===== src/rtl/alu_seq.sv =====
// Multi-cycle execute-stage ALU: logic/add/compare ops finish in one cycle and shifts
// iterate one bit per cycle. Requests and results use valid/ready handshakes.
module alu_seq #(
    parameter int XLEN = 32
) (
    input  logic            clk,
    input  logic            rst_n,
    input  logic            in_valid,
    output logic            in_ready,
    input  logic [3:0]      alu_op,
    input  logic [XLEN-1:0] a,
    input  logic [XLEN-1:0] b,
    output logic            out_valid,
    input  logic            out_ready,
    output logic [XLEN-1:0] result,
    output logic            zero,
    output logic            illegal
);
    localparam int SW = $clog2(XLEN);

    localparam logic [3:0] OP_AND  = 4'b0000;
    localparam logic [3:0] OP_OR   = 4'b0001;
    localparam logic [3:0] OP_ADD  = 4'b0010;
    localparam logic [3:0] OP_XOR  = 4'b0011;
    localparam logic [3:0] OP_SLTU = 4'b0100;
    localparam logic [3:0] OP_SUB  = 4'b0110;
    localparam logic [3:0] OP_SLT  = 4'b0111;
    localparam logic [3:0] OP_SLL  = 4'b1000;
    localparam logic [3:0] OP_SRL  = 4'b1001;
    localparam logic [3:0] OP_SRA  = 4'b1010;

    typedef enum logic [1:0] {IDLE, SHIFT, DONE} state_e;

    typedef struct packed {
        logic [XLEN-1:0] result;
        logic            zero;
        logic            illegal;
    } resp_t;

    state_e          state, state_d;
    logic [XLEN-1:0] acc, acc_d;
    logic [SW-1:0]   cnt, cnt_d;
    logic [1:0]      kind, kind_d;
    resp_t           resp_q, resp_d;

    logic            is_shift;
    logic [SW-1:0]   shamt;
    logic [XLEN-1:0] step;

    // kind: 00 SLL, 01 SRL, 10 SRA (low bits of the shift opcodes)
    function automatic logic [XLEN-1:0] shift1(input logic [1:0] k, input logic [XLEN-1:0] v);
        case (k)
            2'b00:   return {v[XLEN-2:0], 1'b0};
            2'b01:   return {1'b0, v[XLEN-1:1]};
            default: return {v[XLEN-1], v[XLEN-1:1]};
        endcase
    endfunction

    function automatic resp_t mk_resp(input logic [XLEN-1:0] v);
        resp_t r;
        r.result  = v;
        r.zero    = (v == '0);
        r.illegal = 1'b0;
        return r;
    endfunction

    // Illegal codes leave v at zero, so zero=1 and illegal=1 fall out together.
    function automatic resp_t exec_single(input logic [3:0] op, input logic [XLEN-1:0] x,
                                          input logic [XLEN-1:0] y);
        resp_t           r;
        logic [XLEN-1:0] v;
        logic            legal;
        v     = '0;
        legal = 1'b1;
        case (op)
            OP_AND:  v = x & y;
            OP_OR:   v = x | y;
            OP_ADD:  v = x + y;
            OP_XOR:  v = x ^ y;
            OP_SLTU: v = {{(XLEN-1){1'b0}}, (x < y)};
            OP_SUB:  v = x - y;
            OP_SLT:  v = {{(XLEN-1){1'b0}}, ($signed(x) < $signed(y))};
            default: legal = 1'b0;
        endcase
        r.result  = v;
        r.zero    = (v == '0);
        r.illegal = !legal;
        return r;
    endfunction

    assign is_shift = (alu_op == OP_SLL) || (alu_op == OP_SRL) || (alu_op == OP_SRA);
    assign shamt    = b[SW-1:0];

    // One shifter serves both the first step (taken at acceptance) and the SHIFT steps,
    // which makes shift latency equal to shamt.
    assign step = shift1((state == IDLE) ? alu_op[1:0] : kind, (state == IDLE) ? a : acc);

    assign in_ready  = (state == IDLE);
    assign out_valid = (state == DONE);
    assign result    = resp_q.result;
    assign zero      = resp_q.zero;
    assign illegal   = resp_q.illegal;

    always_comb begin
        state_d = state;
        acc_d   = acc;
        cnt_d   = cnt;
        kind_d  = kind;
        resp_d  = resp_q;
        case (state)
            IDLE: begin
                if (in_valid) begin
                    if (is_shift) begin
                        kind_d = alu_op[1:0];
                        if (shamt == '0) begin
                            resp_d  = mk_resp(a);
                            state_d = DONE;
                        end else if (shamt == SW'(1)) begin
                            resp_d  = mk_resp(step);
                            state_d = DONE;
                        end else begin
                            acc_d   = step;
                            cnt_d   = shamt - SW'(1);
                            state_d = SHIFT;
                        end
                    end else begin
                        resp_d  = exec_single(alu_op, a, b);
                        state_d = DONE;
                    end
                end
            end
            SHIFT: begin
                acc_d = step;
                cnt_d = cnt - SW'(1);
                if (cnt == SW'(1)) begin
                    resp_d  = mk_resp(step);
                    state_d = DONE;
                end
            end
            DONE: begin
                if (out_ready) state_d = IDLE;
            end
            default: state_d = IDLE;
        endcase
    end

    always_ff @(posedge clk or negedge rst_n) begin
        if (!rst_n) begin
            state  <= IDLE;
            acc    <= '0;
            cnt    <= '0;
            kind   <= '0;
            resp_q <= '0;
        end else begin
            state  <= state_d;
            acc    <= acc_d;
            cnt    <= cnt_d;
            kind   <= kind_d;
            resp_q <= resp_d;
        end
    end
endmodule


===== config.mk =====
export PLATFORM = sky130hd
export DESIGN_NAME = alu_seq
export DESIGN_NICKNAME = d
export VERILOG_FILES = /design/src/rtl/alu_seq.sv
export SDC_FILE = /design/constraint.sdc
export NUM_CORES = 1
export LEC_CHECK = 0
export ABC_AREA = 0
export BUFFER_PORTS_ARGS = -buffer_cell sky130_fd_sc_hd__buf_2
export CAP_MARGIN = 20
export CELL_PAD_IN_SITES_DETAIL_PLACEMENT = 1
export CELL_PAD_IN_SITES_GLOBAL_PLACEMENT = 2
export CORE_MARGIN = 10
export CORE_UTILIZATION = 32
export CTS_CLUSTER_DIAMETER = 40
export DETAILED_ROUTE_END_ITERATION = 10
export PLACE_DENSITY = 0.83
export SLEW_MARGIN = 20
export SYNTH_ARGS = -nofsm -noshare
export SYNTH_HDL_FRONTEND = slang
export SYNTH_SLANG_ARGS = --single-unit

===== constraint.sdc =====
create_clock -name clk -period 3.25 [get_ports clk]
set_clock_uncertainty 0.15 [all_clocks]
set_input_delay 0.325 -clock clk [delete_from_list [all_inputs] [get_ports clk]]
set_output_delay 0.325 -clock clk [all_outputs]
set_load 0.005 [all_outputs]

==> impl_metrics.ini <==
[outcome]
status = finished with violations
violations = setup timing

[timing]
tightestPinTransition_ns = 1.01
period_share = 1.06
fmax_mhz = 291
setup_viol = 3
fin_setup_tns_ns = -0.281
final.setup.worst_slack_ns = -0.182
period_minus_slack_ns = 3.43
maxSlewViolCount = 0
grt_setup_unrepaired = yes
slew_headroom = 0.308
finalHoldViolations = 0

[drt]
drt-wirelength-per-cell_um = 24.2
routed_wl_um = 58700
drt_first_pass_iters = 5
vias = 14100
routed_via_density = 5.84
drc_errors = 0
ant_nets = 0
drt_iter0_drc = 1085

[clock_tree]
cts-root-buf = clkbuf_16
clk-insertion-delay-late_ns = 0.35
cts_buffers = 9
h-tree-depth = 3
cts.sink_count = 75
cts_buffer_depth = 2
clk_pin_slew_ns = 0.06
cts_tree = built

[setup_path]
crit_top_cell = nand4_1
slowest_delay_ns = 0.42
critPathArrivalTime_ns = 3.54
cpLargestDelayFamily = simple AND/OR/NAND/NOR gates
endpoint_kind = flop
crit_path_start_kind = flop
critPathKind = flop to flop
rrSetupSlack_ns = -0.18
r2r_start = kind[1]
timing.rr.end = zero
r2r_cells = 14
crit_path_top_delay_cell = dfrtp_1
cp.buffers_inverters = 3
cp.required_ns = 3.36
cp_max_fo = 9
crit_chain = nor2_4 > buf_12 > buf_4 > mux2i_2 > and3_1 > o211ai_1 > nor4_2 > nand4_1 > buf_4 > a2111oi_4 > nand4_1 > nor4_2 > nand4_1 > o31ai_2

[floorplan]
dieArea_um2 = 41700
coreArea_um2 = 33500
start_util = 0.324
fp-row-count = 67
die_h_um = 204
ios = 108
die_w_um = 204

[logic_synthesis]
yosysWarnings = 0
synth.top_cells.by_area = dfrtp_1 17%, ha_1 12%, mux2i_1 6.9%
syn_inst = 1499
seq_area_frac_synth = 0.173
synthFlopType = dfrtp_1
syn_area_um2 = 10900
synth_area_leader_cell = dfrtp_1
synth_top_area_frac = 0.173
synth_cell_type_count = 88
synth-seq-cells = 75
syn_area_per_cell_um2 = 7.25
synthesis.nets = 1676
async_flop_share = 1.00
synth_edf_count = 0

[final_layout]
final_cell_mix = 421 x buf_4, 180 x nand2_1, 126 x o21ai_0
diodes = 0
layout_commonest_cell = buf_4
nets = 2145
finalInstanceArea_um2 = 16300
drive_gt1_frac = 0.375
syn_to_final_growth_pct = 50.0
final_core_util = 0.486
layout.cells.non_filler = 2421
nFillCells = 4170

[placement]
place.gp.congestion = 1.01
dp_cells = 2387
dp_hpwl_um = 47100
portBuffers = 107
dpl_cell_area_um2 = 15000

[global_route]
grt_pass1_vias = 14700
grt_start_max_net_pins = 76
grtUsageTotal = 0.268
antenna_found_initial = 0
grt_remaining_overflow = 0
grt_pass1_wl_um = 87600

[hold_path]
hold_start = out_ready
hold_depth = 2
hp-class = primary input to flop
holdPathEnd = state[1]

[power_and_ir_drop]
power.density_nw_per_um2 = 526
irDropWorstVdd_uv = 345
p_leak_uw = 0.00763

[flow_run]
maxCapViolCount = 0
## sequential cells by signal, summed over array words and instances (netlist names)
name,count
acc,32
cnt,5
illegal,1
kind,2
result,32
state,2
zero,1
## worst register-to-register path, stage by stage (launching register included)
cell	delay (ns)
dfrtp_1	0.42
nor2_4	0.14
buf_12	0.14
buf_4	0.13
mux2i_2	0.31
and3_1	0.24
o211ai_1	0.14
nor4_2	0.17
nand4_1	0.14
buf_4	0.19
a2111oi_4	0.35
nand4_1	0.18
nor4_2	0.30
nand4_1	0.17
o31ai_2	0.19
## kinds of logic after synthesis
| family | count (synthesis) | synth area share |
|---|---|---|
| flops | 75 | 0.173 |
| xor+xnor | 7 | 0.00564 |
| simple gates | 490 | 0.218 |
| mux | 103 | 0.0995 |
| buf+inv | 211 | 0.0818 |
| compound gates | 508 | 0.300 |
| fa+ha+maj | 105 | 0.122 |
## routing by layer
metal / global-route usage / wire length [um] / share of wire
met5: 0 / 0 / 0
met1: 0.336 / 24400 / 0.42
met2: 0.452 / 27700 / 0.47
met4: 0.111 / 2840 / 0.048
met3: 0.0353 / 3740 / 0.064
## power breakdown
part	switching (uW)	internal, uW
Sequential	390	1380
Clock	442	773
Combinational	3040	2550
## cell usage after synthesis, types with 20 or more instances
master    instances
nand2b_1         20
nor3_1           33
a211oi_1         29
a21oi_1         129
mux2_2           26
nand2_1         181
inv_1           116
mux2i_1          75
nor2_1          114
nor4_1           21
dfrtp_1          75
o21ai_0         145
ha_1            103
nand3_1          29
clkbuf_1         59
buf_2            22
o31ai_1          20
## metrics by stage
step / worst slack, ns / total power, uW / hold slack (ns)
3_3_place_gp: -0.757 / 6640 / 0.296
5_1_grt: -0.258 / 9090 / 0.0257
6_report: -0.182 / 8580 / 0.00993
3_5_place_dp: -0.737 / 6820 / 0.308
2_1_floorplan: 0.00217 / 4250 / -0.121
4_1_cts: -0.135 / 8250 / 0.00687
## how the worst max path moves through the flow
stage                     startpoint   end  slack, ns  depth (start not counted)
after global routing         kind[1]  zero      -0.26                         13
final                        kind[1]  zero      -0.18                         14
after floorplan                 b[1]  zero      0.002                         13
after CTS                       b[1]  zero      -0.13                         14
after global placement         a[12]  zero      -0.76                         17
after detailed placement        b[7]  zero      -0.74                         16
## final cells by class
cell class | count | area, um^2 | area share
sequential | 75 | 1880 | 0.115
multi-input combinational | 1213 | 8940 | 0.548
clock inverter | 6 | 113 | 0.00691
clock buffer | 10 | 239 | 0.0147
inverter | 117 | 445 | 0.0273
timing repair buffer | 552 | 4130 | 0.253
tap | 448 | 561 | 0.0344
## repair_timing
action | 4_1_cts | 5_1_grt
gates resized for setup | 61 | 111
buffers inserted | 9 | 11
pin swaps | 26 | 48
endpoints found under the hold margin | 0 | 20
endpoints found under the setup margin | 15 | 18
hold buffers | 0 | 1
(Power assumes the default switching activity.)
